$ cat config.mk
export PLATFORM = sky130hd
export DESIGN_NAME = sub8_serial
export DESIGN_NICKNAME = d
export VERILOG_FILES = /design/src/rtl/sub8_pkg.sv /design/src/rtl/sub8_serial_add1.sv /design/src/rtl/sub8_serial.sv
export SDC_FILE = /design/constraint.sdc
export NUM_CORES = 1
export LEC_CHECK = 0
export BUFFER_PORTS_ARGS = -buffer_cell sky130_fd_sc_hd__buf_2
export CORE_UTILIZATION = 55
export DETAILED_ROUTE_END_ITERATION = 6
export HOLD_SLACK_MARGIN = 0.03
export PLACE_DENSITY = 0.76
export SLEW_MARGIN = 20
export SYNTH_ARGS = -nofsm -noshare
export SYNTH_HDL_FRONTEND = slang
export SYNTH_SLANG_ARGS = --single-unit
$ cat constraint.sdc
create_clock -name clk -period 3.95 [get_ports clk]
set_input_delay 0.5925 -clock clk [delete_from_list [all_inputs] [get_ports clk]]
set_output_delay 0.5925 -clock clk [all_outputs]
set_load 0.005 [all_outputs]
$ cat src/rtl/sub8_pkg.sv
// Shared definitions for the bit-serial 8-bit subtractor: widths and FSM encodings.
package sub8_pkg;

  localparam int WIDTH = 8;
  localparam int CNT_W = 3;

  localparam logic [CNT_W-1:0] CNT_LAST = CNT_W'(WIDTH - 1);

  typedef enum logic [1:0] {
    ST_IDLE = 2'd0,
    ST_RUN  = 2'd1,
    ST_DONE = 2'd2
  } state_t;

endpackage

$ cat src/rtl/sub8_serial_add1.sv
// Single-bit full-adder cell (module add1), shared by the serial subtractor datapath.
module add1 (
  input  logic a,
  input  logic b,
  input  logic c,
  output logic sum,
  output logic carry_out
);

  assign sum       = a ^ b ^ c;
  assign carry_out = (a & b) | (a & c) | (b & c);

endmodule

$ cat src/rtl/sub8_serial.sv
// Bit-serial 8-bit subtractor: diff = in_a - in_b, one bit per clock, LSB (index 0) first.
// Optional macro SUB8_SERIAL_SAT_EN floors the result at zero on borrow.
module sub8_serial
  import sub8_pkg::*;
(
  input  logic             clk,
  input  logic             rst,
  input  logic             in_valid,
  output logic             in_ready,
  input  logic [0:WIDTH-1] in_a,
  input  logic [0:WIDTH-1] in_b,
  output logic             out_valid,
  input  logic             out_ready,
  output logic [0:WIDTH-1] diff,
  output logic             borrow
);

  state_t             state_q, state_d;
  logic [CNT_W-1:0]   count_q;
  logic               carry_q;
  logic [0:WIDTH-1]   a_reg, b_reg;
  logic [0:WIDTH-1]   diff_work;
  logic [0:WIDTH-1]   diff_q;
  logic               borrow_q;

  logic               fa_sum, fa_cout;
  logic [0:WIDTH-1]   diff_full;
  logic [0:WIDTH-1]   diff_final;

  add1 u_add1 (
    .a         (a_reg[count_q]),
    .b         (b_reg[count_q]),
    .c         (carry_q),
    .sum       (fa_sum),
    .carry_out (fa_cout)
  );

  // NOTE: every variable driven in always_comb gets a default first; a missed branch would infer a latch.
  always_comb begin
    state_d = state_q;
    case (state_q)
      ST_IDLE: if (in_valid)            state_d = ST_RUN;
      ST_RUN:  if (count_q == CNT_LAST) state_d = ST_DONE;
      ST_DONE: if (out_ready)           state_d = ST_IDLE;
      default:                          state_d = ST_IDLE;
    endcase
  end

  // The final bit is merged here so the completed word is available on the last RUN edge.
  always_comb begin
    diff_full          = diff_work;
    diff_full[count_q] = fa_sum;
    diff_final         = diff_full;
`ifdef SUB8_SERIAL_SAT_EN
    if (!fa_cout) diff_final = '0;
`endif
  end

  // NOTE: sequential state uses non-blocking assignments so all registers update from pre-edge values.
  always_ff @(posedge clk or posedge rst) begin
    if (rst) begin
      state_q   <= ST_IDLE;
      count_q   <= '0;
      carry_q   <= 1'b1;
      a_reg     <= '0;
      b_reg     <= '0;
      diff_work <= '0;
      diff_q    <= '0;
      borrow_q  <= 1'b0;
    end else begin
      state_q <= state_d;
      case (state_q)
        ST_IDLE: begin
          if (in_valid) begin
            a_reg   <= in_a;
            b_reg   <= ~in_b;
            carry_q <= 1'b1;
            count_q <= '0;
          end
        end
        ST_RUN: begin
          diff_work[count_q] <= fa_sum;
          carry_q            <= fa_cout;
          count_q            <= count_q + CNT_W'(1);
          // Published registers change only on completion, so a partial result is never visible.
          if (count_q == CNT_LAST) begin
            diff_q   <= diff_final;
            borrow_q <= ~fa_cout;
          end
        end
        default: ;
      endcase
    end
  end

  assign in_ready  = (state_q == ST_IDLE);
  assign out_valid = (state_q == ST_DONE);
  assign diff      = diff_q;
  assign borrow    = borrow_q;

endmodule

==> reports/metrics.cfg <==
[routing]
detail_route.wl_per_cell_um = 14.0
route.detailed.drc = 0
ant_nets = 0
detail_route.vias_per_cell = 5.34
dr.first_iter.drc_count = 60
wl_um = 3330
num_vias = 1270
dr.pass1.iters = 4

[logic_synthesis]
syn_area_per_cell_um2 = 12.2
ys.flop_type = dfrtp_1
yosysUniqueCellTypes = 37
ys_async_sr_fraction_pct = 100
synth_area_leader_cell = dfrtp_1
synth_commonest_cells = 38 x dfrtp_1, 18 x nand2_1, 10 x mux2i_1, 10 x o21ai_0
synth_fp_nets = 186
ys_seq_elements = 39
synthCells = 163
yosysWarnings = 0
yosysMostFrequentCell = dfrtp_1
yosys.area.top_type_share_pct = 48.0
seq_area_frac_synth_pct = 49.3
synthTopCellsByArea = dfrtp_1 48%, mux2_2 5.1%, mux2i_1 5.1%
syn_area_um2 = 1980
synth_edf_count = 0

[floorplanning]
rows = 21
die_h_um = 62.0
die_width_um = 62.0
die-area_um2 = 3850
start_util_pct = 58.4
coreArea_um2 = 3390
pin_count = 31

[final_layout]
diodes = 0
drive_above_1_share_pct = 34.9
syn2layout_area_growth_pct = 12.2
final_nets = 214

[cts]
cts_root_buf = clkbuf_4
holdBufCountCts = 0
postCtsSetupBuffers = 0
htree_levels = 2
numCtsBuffers = 5
clk_latency_ps = 350
ctsResizeCount = 0
clk_path_buf_depth = 2
path_clk_slew_ps = 120
tritoncts = yes
clkSinkCount = 39

[grt]
grt_pass1_vias = 1189
grt-ovfl-total = 0
grt_pass1_wl_um = 5420
grt_usage_pct = 20.1
grt_start_max_net_pins = 40
antenna_found_initial = 0

[critical_path]
r2r_cells = 5
crit_chain = mux4_2 > mux2_4 > fa_1 > mux2i_1 > o21ai_0
end_kind = register
max_stage_delay_ps = 1000
crit_fanout = 24
reg2reg_from = count_q[0]$_DFFE_PP0P_
required_ps = 4210
slowest_stage = dfrtp_1
critPathKind = register to register
r2r-end = diff[5]$_DFFE_PP0P_
rrSetupSlack_ps = 870
start_kind = register
arrival_ps = 3340

[timing]
hold_slack_ps = 328
report.final.slew_viol_count = 0
finalSetupTns_ps = 0
post-route-period-util_pct = 78.1
fmax_mhz = 324
worst_slew_pin_slew_ps = 972
relSlewSlack_pct = 35.2
finClkSkew_ps = 12.0
rsz0062_at_grt = no
setup-violations-final = 0
finalHoldViolCount = 0
period_minus_slack_ps = 3080

[power_and_ir_drop]
fin_total_pwr_w = 0.00202
power_density_nw_per_um2 = 910
leakage_nw = 1.03
vdd_drop_max_v = 0.000354

[placement]
io_buffers = 30
gp_congestion = 0.802
dp_hpwl_um = 2270

[run_status]
status = finished clean

[job]
drv_cap = 0

[worst_hold_path]
hp-class = input pin to asynchronous set/reset pin

## worst max-delay path by stage
stage | from | to | slack (ps) | cells after the start
2_1_floorplan | count_q[0]$_DFFE_PP0P_ | diff_work[1]$_DFFE_PP0N_ | 1600 | 8
3_3_place_gp | count_q[0]$_DFFE_PP0P_ | diff[5]$_DFFE_PP0P_ | 1000 | 5
3_5_place_dp | count_q[0]$_DFFE_PP0P_ | diff[5]$_DFFE_PP0P_ | 900 | 5
4_1_cts | count_q[0]$_DFFE_PP0P_ | diff[5]$_DFFE_PP0P_ | 850 | 5
5_1_grt | count_q[0]$_DFFE_PP0P_ | diff[5]$_DFFE_PP0P_ | 640 | 5
6_report | count_q[0]$_DFFE_PP0P_ | diff[5]$_DFFE_PP0P_ | 870 | 5
## through the flow
stage | instance area (um^2) | util, % | setup slack, ps | instances
finish | 2220 | 65.6 | 866 | 238
global route | 2220 | 65.6 | 643 | 238
CTS | 2220 | 65.6 | 854 | 238
detailed placement | 2120 | 62.6 | 905 | 230
global placement | 2120 | 62.6 | 999 | 230
floorplan | 1980 | - | 1600 | 163
## layout make-up
cell class / count / area (um^2)
Multi-Input combinational cell: 108 / 895
Clock inverter: 2 / 60.1
Clock buffer: 6 / 41.3
Tap cell: 46 / 57.6
Fill cell: 277 / 1170
Sequential cell: 39 / 977
Inverter: 3 / 11.3
Timing Repair Buffer: 34 / 180
## power breakdown
part,switching [W],internal [W]
Clock,0.000132,0.000198
Combinational,0.000477,0.000459
Sequential,0.000163,0.000594
## kinds of logic after synthesis
| family | after synthesis | share of synthesized area [%] |
|---|---|---|
| muxes | 29 | 18.3 |
| DFF | 39 | 49.3 |
| adders and majority gates | 3 | 2.27 |
| AOI/OAI and AO/OA | 25 | 6.63 |
| and+or+nand+nor | 51 | 17.9 |
| buffers and inverters | 16 | 5.50 |
## layout by cell type (no fill, tap or decap), drive strengths merged
cell type and instances:
o311ai 1, nor3b 4, nor2 9, nand4 1, nor4 1, bufinv 2, fa 1, mux2 16
nand2 20, mux4 3, dfrtp 38, o21bai 1, and2b 1, o21ai 15, nor3 2, mux2i 10
ha 2, nand3 1, buf 34, nand3b 5, nand4b 2, nand2b 3, a21oi 8, nor4b 2
dfstp 1, inv 3, clkbuf 6
## critical path: cells and delay by family, from the launching register on
kind / cells / cell delay [ps]
compound gates: 1 / 170
fa+ha+maj: 1 / 800
flops: 1 / 1000
mux: 3 / 1000
## per-layer routing
layer	part of all wire, %	track usage, %
met2	48	32.1
met5	0	0
met4	1.5	7.62
met1	47	26.4
met3	3.5	4.97
Note: power is estimated with default switching activity, not from simulation.
